--- src/rtl/adc_spi_if.sv ---
// adc_spi_if: sample tick, SAR ADC SPI pins and captured-sample bundle for adc_spi_reader.
interface adc_spi_if #(
    parameter int NUM_BITS_OUTPUT = 24
);
    logic                       start_i;
    logic                       sdo_i;
    logic                       cnv_o;
    logic                       sck_o;
    logic [NUM_BITS_OUTPUT-1:0] data_o;
    logic                       valid_o;
    logic                       busy_o;
    logic                       overrun_o;
    modport master (
        output start_i, sdo_i,
        input  cnv_o, sck_o, data_o, valid_o, busy_o, overrun_o
    );
    modport slave (
        input  start_i, sdo_i,
        output cnv_o, sck_o, data_o, valid_o, busy_o, overrun_o
    );
endinterface

--- src/rtl/adc_spi_reader.sv ---
// adc_spi_reader: triggers a SAR ADC conversion per sample tick and reads the result MSB first
// over a read-only SPI link, presenting it as a sign-extended word with a one-cycle valid strobe.
module adc_spi_reader #(
    parameter int NUM_BITS        = 24,
    parameter int NUM_BITS_OUTPUT = 24,
    parameter int CONV_CYCLES     = 30,
    parameter int CLK_DIV         = 1
) (
    input logic      clk_i,
    input logic      reset_i,
    adc_spi_if.slave bus
);
    localparam int CW = $clog2(CONV_CYCLES + 1);
    localparam int BW = $clog2(NUM_BITS + 1);
    localparam int PW = $clog2(CLK_DIV + 1);
    localparam logic [1:0] IDLE  = 2'd0;
    localparam logic [1:0] CONV  = 2'd1;
    localparam logic [1:0] SHIFT = 2'd2;
    localparam logic [1:0] DONE  = 2'd3;
    logic [1:0]                 state;
    logic [CW-1:0]              conv_cnt;
    logic [BW-1:0]              bit_cnt;
    logic [PW-1:0]              phase;
    logic signed [NUM_BITS-1:0] shift;
    logic                       phase_end;
    always_comb phase_end = phase == PW'(CLK_DIV - 1);
    always_ff @(posedge clk_i or posedge reset_i) begin
        if (reset_i) begin
            state         <= IDLE;
            conv_cnt      <= '0;
            bit_cnt       <= '0;
            phase         <= '0;
            shift         <= '0;
            bus.cnv_o     <= 1'b0;
            bus.sck_o     <= 1'b0;
            bus.data_o    <= '0;
            bus.valid_o   <= 1'b0;
            bus.busy_o    <= 1'b0;
            bus.overrun_o <= 1'b0;
        end else begin
            bus.valid_o   <= 1'b0;
            bus.overrun_o <= bus.start_i && state != IDLE;
            case (state)
                IDLE: begin
                    if (bus.start_i) begin
                        state      <= CONV;
                        bus.cnv_o  <= 1'b1;
                        bus.busy_o <= 1'b1;
                        conv_cnt   <= CW'(CONV_CYCLES - 1);
                    end
                end
                CONV: begin
                    if (conv_cnt == '0) begin
                        state     <= SHIFT;
                        bus.cnv_o <= 1'b0;
                        bus.sck_o <= 1'b0;
                        bit_cnt   <= BW'(NUM_BITS);
                        phase     <= '0;
                    end else begin
                        conv_cnt <= conv_cnt - CW'(1);
                    end
                end
                SHIFT: begin
                    if (phase_end) begin
                        phase     <= '0;
                        bus.sck_o <= ~bus.sck_o;
                        // sample on the rising SCK edge, count the bit once SCK falls again
                        if (!bus.sck_o) begin
                            shift <= {shift[NUM_BITS-2:0], bus.sdo_i};
                        end else begin
                            bit_cnt <= bit_cnt - BW'(1);
                            if (bit_cnt == BW'(1)) state <= DONE;
                        end
                    end else begin
                        phase <= phase + PW'(1);
                    end
                end
                DONE: begin
                    state       <= IDLE;
                    bus.data_o  <= NUM_BITS_OUTPUT'(shift);
                    bus.valid_o <= 1'b1;
                    bus.busy_o  <= 1'b0;
                end
                default: state <= IDLE;
            endcase
        end
    end
endmodule

--- src/flat_wrapper.sv ---
// flat-port wrapper written by rule: the top's interface ports become plain ports
module adc_spi_reader_flat 
#(
    parameter int NUM_BITS        = 24,
    parameter int NUM_BITS_OUTPUT = 24,
    parameter int CONV_CYCLES     = 30,
    parameter int CLK_DIV         = 1
)
  (clk_i, reset_i, bus_start_i, bus_sdo_i, bus_cnv_o, bus_sck_o, bus_data_o, bus_valid_o, bus_busy_o, bus_overrun_o);
  adc_spi_if #(.NUM_BITS_OUTPUT(NUM_BITS_OUTPUT)) bus_i ();
  input logic clk_i;
  input logic reset_i;
  input wire logic [$bits(bus_i.start_i)-1:0] bus_start_i;
  input wire logic [$bits(bus_i.sdo_i)-1:0] bus_sdo_i;
  output wire logic [$bits(bus_i.cnv_o)-1:0] bus_cnv_o;
  output wire logic [$bits(bus_i.sck_o)-1:0] bus_sck_o;
  output wire logic [$bits(bus_i.data_o)-1:0] bus_data_o;
  output wire logic [$bits(bus_i.valid_o)-1:0] bus_valid_o;
  output wire logic [$bits(bus_i.busy_o)-1:0] bus_busy_o;
  output wire logic [$bits(bus_i.overrun_o)-1:0] bus_overrun_o;
  assign bus_i.start_i = bus_start_i;
  assign bus_i.sdo_i = bus_sdo_i;
  assign bus_cnv_o = bus_i.cnv_o;
  assign bus_sck_o = bus_i.sck_o;
  assign bus_data_o = bus_i.data_o;
  assign bus_valid_o = bus_i.valid_o;
  assign bus_busy_o = bus_i.busy_o;
  assign bus_overrun_o = bus_i.overrun_o;
  adc_spi_reader #(.NUM_BITS(NUM_BITS), .NUM_BITS_OUTPUT(NUM_BITS_OUTPUT), .CONV_CYCLES(CONV_CYCLES), .CLK_DIV(CLK_DIV)) u_core (.clk_i(clk_i), .reset_i(reset_i), .bus(bus_i));
endmodule
--- config.mk ---
export PLATFORM = sky130hd
export DESIGN_NAME = adc_spi_reader_flat
export DESIGN_NICKNAME = d
export VERILOG_FILES = /design/src/rtl/adc_spi_if.sv /design/src/rtl/adc_spi_reader.sv /design/src/flat_wrapper.sv
export SDC_FILE = /design/constraint.sdc
export NUM_CORES = 1
export LEC_CHECK = 0
export BUFFER_PORTS_ARGS = -buffer_cell sky130_fd_sc_hd__buf_2
export CAP_MARGIN = 20
export CORE_ASPECT_RATIO = 2
export CORE_UTILIZATION = 49
export CTS_CLUSTER_DIAMETER = 150
export DETAILED_ROUTE_END_ITERATION = 10
export GPL_ROUTABILITY_DRIVEN = 0
export PLACE_DENSITY = 0.69
export SYNTH_ARGS = -nofsm -noshare
export SYNTH_HDL_FRONTEND = slang
export SYNTH_SLANG_ARGS = --single-unit
--- constraint.sdc ---
create_clock -name clk_i -period 4.1 [get_ports clk_i]
set_input_delay 0.205 -clock clk_i [delete_from_list [all_inputs] [get_ports clk_i]]
set_output_delay 0.205 -clock clk_i [all_outputs]
set_load 0.01 [all_outputs]
======== After elaboration in Yosys (flattened, before gate mapping) ========
Index checks and enable logic that the tools add are counted.
operators by class
  add/subtract/negate cells ............... 3
  equal/unequal tests ..................... 10
  muxes and demuxes ....................... 22
  bitwise logic cells ..................... 2
  reduce and logical (&&, ||, !) cells .... 15
operators by type and width
  kind                                                                   count
  5-bit two-way mux                                                      5
  5-bit one-hot mux with 2 select lines                                  2
  3-bit AND reduction                                                    4
  2-bit two-way mux                                                      5
  5-bit by 1-bit subtractor with 5-bit output, second input constant     2
  1-bit one-hot mux with 2 select lines                                  4
  2-bit one-hot mux with 4 select lines                                  1
  2-bit nonzero test                                                     4
  2-bit by 1-bit != test with 1-bit output, second input constant        3
  2-bit != test, second input constant                                   3
  5-bit by 1-bit equality test with 1-bit output, second input constant  1
  5-bit zero test                                                        1
  1-bit two-way mux                                                      5
  5-bit AND reduction                                                    1
  2-bit equality test, second input constant                             2
  2-bit AND reduction                                                    2
  4-bit AND reduction                                                    1
  2-bit by 1-bit equality test with 1-bit output, second input constant  1
  2-bit zero test                                                        1
  1-bit NOT                                                              2
  1-bit adder, second input constant                                     1
  1-bit logical AND                                                      1
storage, ports and cells
  flip-flop bits (word level) ............. 66
  bits of input ports ..................... 4
  output and inout bits ................... 29
  word-level logic and storage cells ...... 63

======== Longest topological paths before layout ========
  depth after elaboration ................. 5
  mapped depth ............................ 8

======== Worst setup path after synthesis ========
OpenSTA, ideal clock, no wires.
  path kind ............................... reg2reg
  from .................................... register u_core.conv_cnt[0]
  to ...................................... register u_core.state[1]
  data arrival time ....................... 1.673 ns
  required time ........................... 3.975 ns
  setup slack ............................. 2.301 ns
  stages on the path, launching flop included .. 8
  path buffers ............................ 1
  path through ............................ dfrtp_1 > inv_1 > ha_1 > or4b_1 > buf_6 > nand2_8 > o211ai_4 > mux2_4
between the ends
  longest elaborated chain between the ends .. 3
RTL lines
  item                                                       RTL line              source
  start, declared                                            adc_spi_reader.sv:21  logic [CW-1:0] conv_cnt;
  start signal, assigned                                     adc_spi_reader.sv:49  conv_cnt <= CW'(CONV_CYCLES - 1);
  start signal, assigned                                     adc_spi_reader.sv:60  conv_cnt <= conv_cnt - CW'(1);
  5-bit zero test                                            adc_spi_reader.sv:53  if (conv_cnt == '0) begin
  2-bit by 1-bit != test with 1-bit output (no source line)  --
  5-bit AND reduction (no source line)                       --
  end signal, assigned                                       adc_spi_reader.sv:46  state <= CONV;
  end signal, assigned                                       adc_spi_reader.sv:54  state <= SHIFT;
  end signal, assigned                                       adc_spi_reader.sv:72  if (bit_cnt == BW'(1)) state <= DONE;
  end, declared                                              adc_spi_reader.sv:20  logic [1:0] state;
Every way passes these cells.
A chain may end at the register's enable or synchronous reset.

======== Worst setup path after layout ========
  from .................................... register u_core.conv_cnt[0]
  to ...................................... register u_core.bit_cnt[2]
between the ends
  longest elaborated chain between the ends .. 3
RTL lines
  item                                                       RTL line              source
  5-bit zero test                                            adc_spi_reader.sv:53
  2-bit by 1-bit != test with 1-bit output (no source line)  --
  4-bit AND reduction (no source line)                       --
  end signal, assigned                                       adc_spi_reader.sv:57  bit_cnt <= BW'(NUM_BITS);
  end signal, assigned                                       adc_spi_reader.sv:71  bit_cnt <= bit_cnt - BW'(1);
  end, declared                                              adc_spi_reader.sv:22  logic [BW-1:0] bit_cnt;
Every way passes these cells.

==> run summary <==
Status -> complete, no violations
Mapped Nets -> 208
Hold Vio Cnt, Final -> 0
Maximum clock frequency -> 475.5 MHz
Design Power -> 0.001301 W
Setup crit end -> u_core.bit_cnt[2]
Initial antenna violation count -> 0
Power Dens Cells -> 403.7 nW/um2
Die Ht -> 108.5 um
Synth warn -> 0
Clock Sinks -> 65
DR WL met3 -> 184 um
Main synth FF type -> dfrtp_1
Max-Cap Viols -> 0
Req. time, crit path -> 4.33 ns
Largest net degree at the start of global routing -> 39
Core area -> 5420 um2
DR WL/cell -> 15.63 um
Gr ovfl total -> 0
Area growth, synth to finish -> 16.09%
Reg clk slew, reported paths -> 0.07 ns
WP data arrival -> 2.33 ns
Placed Area -> 2969 um2
RSZ-0062 raised after global routing -> no
Die Span X -> 55.23 um
DR vias/cell -> 5.543
Async set or reset register ratio after synthesis -> 100.0%
Number of cells on the worst reg-to-reg path -> 5
Nets -> 246
EDFF count, synth -> 0
Reg2reg start -> u_core.conv_cnt[0]
Setup TNS -> 0 ns
Worst-Skew Late Latency -> 0.34 ns
Worst slew pin tran -> 0.6265 ns
# diodes -> 0
Crit-path max FO -> 6
Synth top area cells -> dfrtp_1, mux2_2, ha_1
Final setup viols -> 0
Flops & latches, synth -> 65
Normalized max-slew margin -> 58.24%
Via count -> 1663
Critical path endpoint category -> flop
H-Tree Depth -> 3
CP Launch Point -> u_core.conv_cnt[0]
Final Util -> 59.46%
CTS tree -> built
Commonest cells in the synthesized netlist -> dfrtp_1, mux2_2, inv_1
Worst min-delay path class -> primary input to flop
Cells after synthesis -> 197
Routed WL -> 4689 um
Initial DRC Count -> 41
DRC viols -> 0
Fin. max-slew vios -> 0
P_leak -> 1.604 nW
FF-to-FF End -> u_core.bit_cnt[2]
Final HPWL from detailed placement -> 3210 um
Layout cell share with drive strength beyond 1 -> 44.58%
Worst R2R Setup Slack -> 2.00 ns
Top routing layer in use -> met4
Post-route clock skew -> 0.005741 ns
Gr usage total -> 17.65%
Clock root buffer -> clkbuf_8
Starting Density -> 51.22%
Final antenna-violating net count -> 0
Synthesized area per cell -> 14.09 um2
PostCTS Resize Cnt -> 0
CTS max path bufs -> 2
WL met1 -> 1897 um
Ports -> 33
Period utilization -> 51.29%
Post-synth top area cell -> dfrtp_1
Met2 WL -> 2459 um
Top-area cell type share of the netlist area -> 58.58%
Synthesized cell area -> 2776 um2
Die area -> 5989 um2
Critical path launch point type -> flop
Most common cell in the netlist -> dfrtp_1
I/O Buffers -> 32
Num CTS Buffers -> 9
Yosys cell types -> 42
Drt first pass iters -> 4
VDD IR max -> 0.0002876 V
Crit path kind -> flop to flop
Global-route wire length before repair -> 8031 um
Vias in the first global route -> 1736
Design area -> 3223 um2
Register area share after synthesis -> 58.58%
Rows -> 38
Crit path time final -> 2.103 ns
layout make-up:
type,instances,area [um2]
clock buffer,11,151.4
clock inverter,5,77.57
fill,454,2197
inverter,9,33.78
multi-input combinational,114,1059
sequential,65,1627
tap,60,75.07
timing repair buffer,36,200.2
kinds of logic after synthesis:
family	count (synthesis)	share of synthesized area (%)
muxes	50	20.37
AOI/OAI and AO/OA	25	6.806
DFF	65	58.58
and+or+nand+nor	32	7.797
adders and majority gates	7	3.154
buffers and inverters	18	3.290
repair_timing:
| item | 4_1_cts | 5_1_grt |
|---|---|---|
| endpoints found under the hold margin | 27 | 0 |
| hold buffers | 1 | 0 |
| buffers inserted | 0 | 0 |
state kept, by name, summed over array words and instances (netlist names):
register,flops
u_core.bus.data_o,24
u_core.shift,24
u_core.bit_cnt,5
u_core.conv_cnt,5
u_core.state,2
u_core.bus.busy_o,1
u_core.bus.cnv_o,1
u_core.bus.overrun_o,1
u_core.bus.sck_o,1
u_core.bus.valid_o,1
worst min-delay path by stage:
stage	start	end	depth (start not counted)
2_1_floorplan	bus_start_i	u_core.bus.overrun_o	1
3_3_place_gp	reset_i	u_core.bus.data_o[7]	2
3_5_place_dp	reset_i	u_core.bus.data_o[7]	2
4_1_cts	bus_sdo_i	u_core.shift[0]	2
5_1_grt	bus_sdo_i	u_core.shift[0]	2
6_report	bus_sdo_i	u_core.shift[0]	2
per-stage QoR:
| stage | hold slack [ns] | worst slack (ns) | std cells |
|---|---|---|---|
| after floorplan | 0.3427 | 2.269 | 197 |
| after global placement | 0.2979 | 1.998 | 282 |
| after detailed placement | 0.2950 | 1.940 | 282 |
| after CTS | 0.07380 | 1.918 | 299 |
| after global routing | 0.09253 | 1.812 | 300 |
| final | 0.09888 | 1.997 | 300 |
critical path: stages (launching register included):
cell and delay (ns):
dfrtp_1 0.40, inv_1 0.10, ha_1 0.21, nor4b_1 0.52, mux2i_1 0.34, a221o_1 0.41
report_power, final:
part / leakage [nW] / internal [W] / total [W] / switching (W)
registers: 0.841 / 0.000654 / 0.000662 / 0.00000862
clock network: 0.115 / 0.000373 / 0.000611 / 0.000237
logic: 0.648 / 0.0000116 / 0.0000280 / 0.0000164
total: 1.60 / 0.00104 / 0.00130 / 0.000262
per-layer routing:
layer	track usage, %	vias to the layer above
li1	-	778
met3	5.024	12
met1	20.22	834
met2	28.49	39
met5	0	-
met4	11.79	0
layout by cell type, fill, tap and decap left out, types with 2 or more instances in the layout:
master,n
o22ai_1,2
buf_4,2
o21ai_0,2
clkinv_2,2
nor3_1,3
inv_1,8
ha_1,7
mux2_2,48
o311a_1,2
nand2b_1,3
o2bb2ai_1,2
nand4_1,3
nor2_1,4
bufinv_16,2
clkbuf_8,11
a21oi_1,7
o311ai_0,2
nand2_1,8
buf_2,32
dfrtp_1,65
Power figures use the tool's default switching activity.
